==> src/rtl/paralelo_serial_tx.sv <==
// rtl/paralelo_serial_tx.sv - byte-to-serial lane with COM training burst and COM idle fill; optional scrambler under SCRAMBLER_EN
module paralelo_serial_tx #(
   parameter logic [7:0] COM_SYMBOL    = 8'hBC,
   parameter int         MIN_COM_COUNT = 4
) (
   input  logic       clk,
   input  logic       reset,
   input  logic [7:0] data_in,
   input  logic       valid_in,
   output logic       data_out,
   output logic       load,
   output logic       active,
   output logic       is_data
);

   localparam logic [0:0] TRAIN  = 1'b0;
   localparam logic [0:0] ACTIVE = 1'b1;

   localparam logic [3:0] LAST_COM = 4'(MIN_COM_COUNT - 1);

   logic [7:0] shift_reg;
   logic [2:0] bit_cnt;
   logic [3:0] com_cnt;
   logic [0:0] state;
   logic       is_data_q;

   logic [7:0] next_byte;
   logic [7:0] data_word;
   logic       sel_data;

`ifdef SCRAMBLER_EN
   localparam logic [15:0] LFSR_SEED = 16'hFFFF;
   // Galois taps for x^16+x^5+x^4+x^3+1 (x^16 is the shifted-out bit)
   localparam logic [15:0] LFSR_TAPS = 16'h0039;

   logic [15:0] lfsr;
   logic [15:0] lfsr_nxt;
   logic [7:0]  scr_byte;
   logic [7:0]  src_byte;

   // Scramble the candidate data byte MSB first, one LFSR step per bit
   always_comb begin
      lfsr_nxt = lfsr;
      src_byte = data_in;
      scr_byte = 8'h00;
      for (int k = 0; k < 8; k++) begin
         scr_byte = {scr_byte[6:0], src_byte[7] ^ lfsr_nxt[15]};
         src_byte = {src_byte[6:0], 1'b0};
         lfsr_nxt = {lfsr_nxt[14:0], 1'b0} ^ (lfsr_nxt[15] ? LFSR_TAPS : 16'h0000);
      end
   end

   assign data_word = scr_byte;

   // LFSR advances only on data loads; every COM load restarts it from the seed
   always_ff @(posedge clk or negedge reset) begin
      if (!reset) begin
         lfsr <= LFSR_SEED;
      end else if (load) begin
         if (sel_data) begin
            lfsr <= lfsr_nxt;
         end else begin
            lfsr <= LFSR_SEED;
         end
      end
   end
`else
   assign data_word = data_in;
`endif

   assign load     = (bit_cnt == 3'd7);
   assign active   = (state == ACTIVE);
   assign data_out = shift_reg[7];
   assign is_data  = is_data_q;

   // Choose the byte for the next slot: data only when trained and the slot is qualified
   always_comb begin
      next_byte = COM_SYMBOL;
      sel_data  = 1'b0;
      if (state == ACTIVE && valid_in) begin
         next_byte = data_word;
         sel_data  = 1'b1;
      end
   end

   // Shift one bit per clock; on the load slot fetch the next byte and run the training count
   always_ff @(posedge clk or negedge reset) begin
      if (!reset) begin
         shift_reg <= 8'h00;
         bit_cnt   <= 3'd7;
         com_cnt   <= 4'd0;
         state     <= TRAIN;
         is_data_q <= 1'b0;
      end else if (!load) begin
         shift_reg <= {shift_reg[6:0], 1'b0};
         bit_cnt   <= bit_cnt + 3'd1;
      end else begin
         bit_cnt   <= 3'd0;
         shift_reg <= next_byte;
         is_data_q <= sel_data;
         if (state == TRAIN) begin
            com_cnt <= com_cnt + 4'd1;
            if (com_cnt == LAST_COM) begin
               state <= ACTIVE;
            end
         end
      end
   end

endmodule

==> config.mk <==
export PLATFORM = sky130hd
export DESIGN_NAME = paralelo_serial_tx
export DESIGN_NICKNAME = d
export VERILOG_FILES = /design/src/rtl/paralelo_serial_tx.sv
export SDC_FILE = /design/constraint.sdc
export NUM_CORES = 1
export LEC_CHECK = 0
export ABC_AREA = 1
export BUFFER_PORTS_ARGS = -buffer_cell sky130_fd_sc_hd__buf_2
export CORE_MARGIN = 5
export CORE_UTILIZATION = 35
export CTS_CLUSTER_DIAMETER = 80
export CTS_CLUSTER_SIZE = 20
export DETAILED_ROUTE_END_ITERATION = 7
export PLACE_DENSITY = 0.61
export SYNTH_ARGS = -nofsm -noshare
export SYNTH_HDL_FRONTEND = slang
export SYNTH_SLANG_ARGS = --single-unit
==> constraint.sdc <==
create_clock -name clk -period 1.3 [get_ports clk]
set_input_delay 0.325 -clock clk [delete_from_list [all_inputs] [get_ports clk]]
set_output_delay 0.325 -clock clk [all_outputs]
set_load 0.02 [all_outputs]
After elaboration in Yosys (flattened, before gate mapping):

Index checks and enable logic that the tools add are counted.
Widths: inputs -> output; s select.

* eq/ne operators: 2
* reductions and logical operators: 2
* bitwise logic cells: 1
* $add $sub $neg: 2
* mux-type cells: 6

Operators by type and width (count)
* $mux 8: 2
* $add 4x1->4 const B: 1
* $eq 4x2->1 const B: 1
* $add 3x1->3 const B: 1
* $eq 3x3->1 const B: 1
* $mux 1: 3
* $mux 3: 1
* $reduce_and 2->1: 1
* $logic_and 1x1->1: 1
* $not 1->1: 1

* word-level logic and storage cells: 18
* input port bits: 11
* output and inout port bits: 4
* register bits: 17

Longest topological paths before layout:

* word-level depth: 3
* gate-level depth with buffers: 6

Least setup slack after synthesis:

No wires, ideal clock.

* path type: register -> register
* start: register bit_cnt[0]
* end: register com_cnt[2]
* stages on the path, launching flop included: 6
* library setup time: 0.123 ns
* slack: -0.129 ns
* required time: 1.177 ns
* path buffers: 0
* clock period less this slack: 1.429 ns
* arrival: 1.306 ns
* cells stage by stage: dfstp_2 -> ha_1 -> ha_1 -> nand2_4 -> o21ai_0 -> nand2_1

* longest elaborated chain between the ends: 2

RTL lines
* start, declared: RTL line 22 `logic [2:0] bit_cnt;`
* start signal, assigned: RTL line 96 `bit_cnt <= bit_cnt + 3'd1;`
* $eq 3x3->1: RTL line 71 `assign load = (bit_cnt == 3'd7);`
* via load: RTL line 11 `output logic load,`
* $reduce_and 2->1 (no source line)
* end signal, assigned: RTL line 102 `com_cnt <= com_cnt + 4'd1;`
* end, declared: RTL line 23 `logic [3:0] com_cnt;`

The timed path passes the listed nets, and every way through them passes these cells.
A chain may end at the register's enable or synchronous reset.

Worst setup path after layout:

* start: register bit_cnt[1]
* end: output port load

* longest elaborated chain between the ends: 1

RTL lines (RTL line)
* $eq 3x3->1: 71
* end, declared: 11

No other way between the ends.

==> flow_summary.ini <==
[run_status]
status = finished, violations left
violations = setup timing

[timing]
setup_viol = 7
skew_ns = 0.00782
hold_viol = 0
period_minus_slack_ns = 1.55
slew_violations = 0
max_freq_mhz = 647
worst_pin_slew_ns = 0.369
rsz0062_at_grt = true
fin_hold_ws_ns = 0.248
timing.final.crit_share = 1.19
worst_slew_margin_rel = 0.754
setup_tns_ns = -0.506
setup_slack_ns = -0.246

[floorplanning]
rows = 16
die_y_um = 56.0
initial_utilization = 0.374
io_pins = 15
dieArea_mm2 = 0.00314
design.core.area_mm2 = 0.00198
die_w_um = 56.0

[synth]
async_flop_share = 1.00
syn_area_um2 = 741
postSynthAreaPerCell_um2 = 10.1
ys_ff_latch = 17
synth_top_area_cell = dfrtp_1
syn_inst = 73
yosysWarnings = 0
synthDistinctLibCells = 16
seq_area_frac_synth = 0.579
synth_commonest_cells = nor2_1, dfrtp_1, nand2_1, inv_1, ha_1
ys.flop_type = dfrtp_1
synth_top_area_share = 0.473
yosys-top-cells-area = dfrtp_1, dfstp_2, nor2_1, ha_1, nand2_1
synth_nets = 88
yosysMostFrequentCell = nor2_1
synth-edff-count = 0

[worst_setup_path]
r2r-start = bit_cnt[1]$_DFF_PN1_
critPathRequiredTime_ns = 0.98
crit_family = flip-flops
cp_cell_sequence = ha_4, ha_4, buf_6
r2r-end = shift_reg[3]$_DFF_PN0_
cp_max_fo = 2
slowest_delay_ns = 0.56
crit_top_cell = ha_4
reg2reg_slack_ns = -0.07
cp-start-kind = flip-flop
crit_path_end_kind = output pin
crit_cells = 3
worstRegToRegCells = 6
crit_buf_inv = 1
critical_path_class = reg -> out
crit_slowest_cell = dfstp_2
crit_arrival_ns = 1.22

[power_and_ir_drop]
ir_drop_mv = 0.584
comb_power_share = 0.057
switching_power_uw = 200
power.internal_uw = 677
leakagePower_nw = 0.441
p_clk_frac = 0.322
power-per-cell-area_mw_per_mm2 = 900
seqPwrFrac = 0.621
sw_frac_of_total = 0.228

[hold_path]
min-delay-start = data_in[2]
worstHoldPathCells = 3
min_path_type = in -> reg
min_to = shift_reg[2]$_DFF_PN0_

[route]
drtPass1Iterations = 2
drcViolationCount = 0
via_count = 523
drt_iter0_drc = 9
wire_per_inst_um = 11.1
drtAntennaViolNets = 0
routed_wl_mm = 1.34
detail_route.vias_per_cell = 4.32

[cts]
cts_made_buffers = 3
clock-sinks = 17
clk_pin_slew_ns = 0.10
cts_root_buf = clkbuf_4
cts.htree.levels = 1
cts_tree = done
clk-insertion-delay-late_ns = 0.29
cts_buffer_depth = 2

[grt]
grt_pass1_vias = 535
antenna_found_initial = 0
grt_util_all_layers = 0.0922
overflow = 0
grt_pass1_wl_mm = 2.28
grt_max_degree = 18

[place]
place.gp.congestion = 0.850
port_buffers = 14
dp_hpwl_um = 973

[final_layout]
final_util = 0.492
largest_reg_flops = 8
nNetsFinal = 110
areaGrowthSynthToFinish_pct = 31.6
final_layout_size_suffix_gt1_frac = 0.457
antennaDiodeCount = 0

[run]
maxCapViolCount = 0
[per-layer routing]
| metal | track usage | vias to the layer above | routed length [µm] |
|---|---|---|---|
| met5 | 0 | - | 0 |
| met4 | 0.0102 | 0 | 0 |
| met3 | 0.0534 | 0 | 92 |
| met2 | 0.149 | 14 | 623 |
| met1 | 0.110 | 245 | 627 |
| li1 | - | 264 | - |
[worst max path at each step]
stage	start	endpoint	slack [ns]
floorplan	bit_cnt[0]$_DFF_PN1_	com_cnt[2]$_DFFE_PN0P_	-0.03
global placement	bit_cnt[0]$_DFF_PN1_	com_cnt[2]$_DFFE_PN0P_	-0.03
detailed placement	bit_cnt[0]$_DFF_PN1_	com_cnt[2]$_DFFE_PN0P_	-0.11
CTS	bit_cnt[1]$_DFF_PN1_	load	-0.26
global route	bit_cnt[0]$_DFF_PN1_	load	-0.30
finish	bit_cnt[1]$_DFF_PN1_	load	-0.25
[power by group through the flow]
stage / combinational, mW / sequential [mW] / clock (mW)
detailed placement: 0.0470 / 0.555 / 0
floorplan: 0.0120 / 0.559 / 0
global route: 0.0562 / 0.546 / 0.318
CTS: 0.0497 / 0.545 / 0.293
finish: 0.0496 / 0.545 / 0.283
global placement: 0.0465 / 0.555 / 0
[worst register-to-register path: stages (launching register included)]
cell     delay [ns]
dfstp_2        0.56
ha_4           0.14
buf_4          0.11
ha_4           0.14
nand3_4        0.15
nor2_2         0.14
nor2_1         0.05
[logic make-up (layout without fill, tap and decap cells)]
family          Yosys count  count (layout)  synth area share
simple gates             37              37             0.230
flops                    17              17             0.579
buf+inv                  10              31            0.0608
fa+ha+maj                 4               4            0.0676
compound gates            4               4            0.0405
xor+xnor                  1               1            0.0220
[timing repair]
| action | CTS | global route |
|---|---|---|
| hold endpoints to repair | 14 | 0 |
| endpoints found under the setup margin | 8 | 10 |
| pin swaps | 4 | 4 |
| setup buffers | 0 | 1 |
| cloned | 0 | 0 |
| resized for setup | 6 | 10 |
| hold buffers | 1 | 0 |
[final cells by class]
type	instances	area, µm²
fillers	186	1010
flip-flops and latches	17	430
multi-input cells	46	334
repair buffers	18	113
inverters	9	36.3
well taps	27	33.8
clock buffers	3	22.5
clock inverters	1	5.00
[layout by cell type, fill, tap and decap left out, types with 2 or more instances in the layout]
master    count
buf_2        13
buf_4         2
buf_6         2
clkbuf_4      3
dfrtp_1      13
dfstp_2       3
ha_4          3
inv_1         7
nand2_1      11
nand3_1       2
nand3_2       2
nor2_1       15
nor2_2        4
o21ai_2       3
[stage by stage]
stage                     cell area (µm²)  worst slack (ns)  instances  power [mW]
final                                 975            -0.246        121       0.877
after detailed placement              866            -0.108        115       0.602
after global placement                866           -0.0265        115       0.601
after CTS                             925            -0.263        120       0.888
after floorplan                       758           -0.0305         73       0.571
after global routing                  975            -0.298        121       0.921
(Power assumes the default switching activity.)
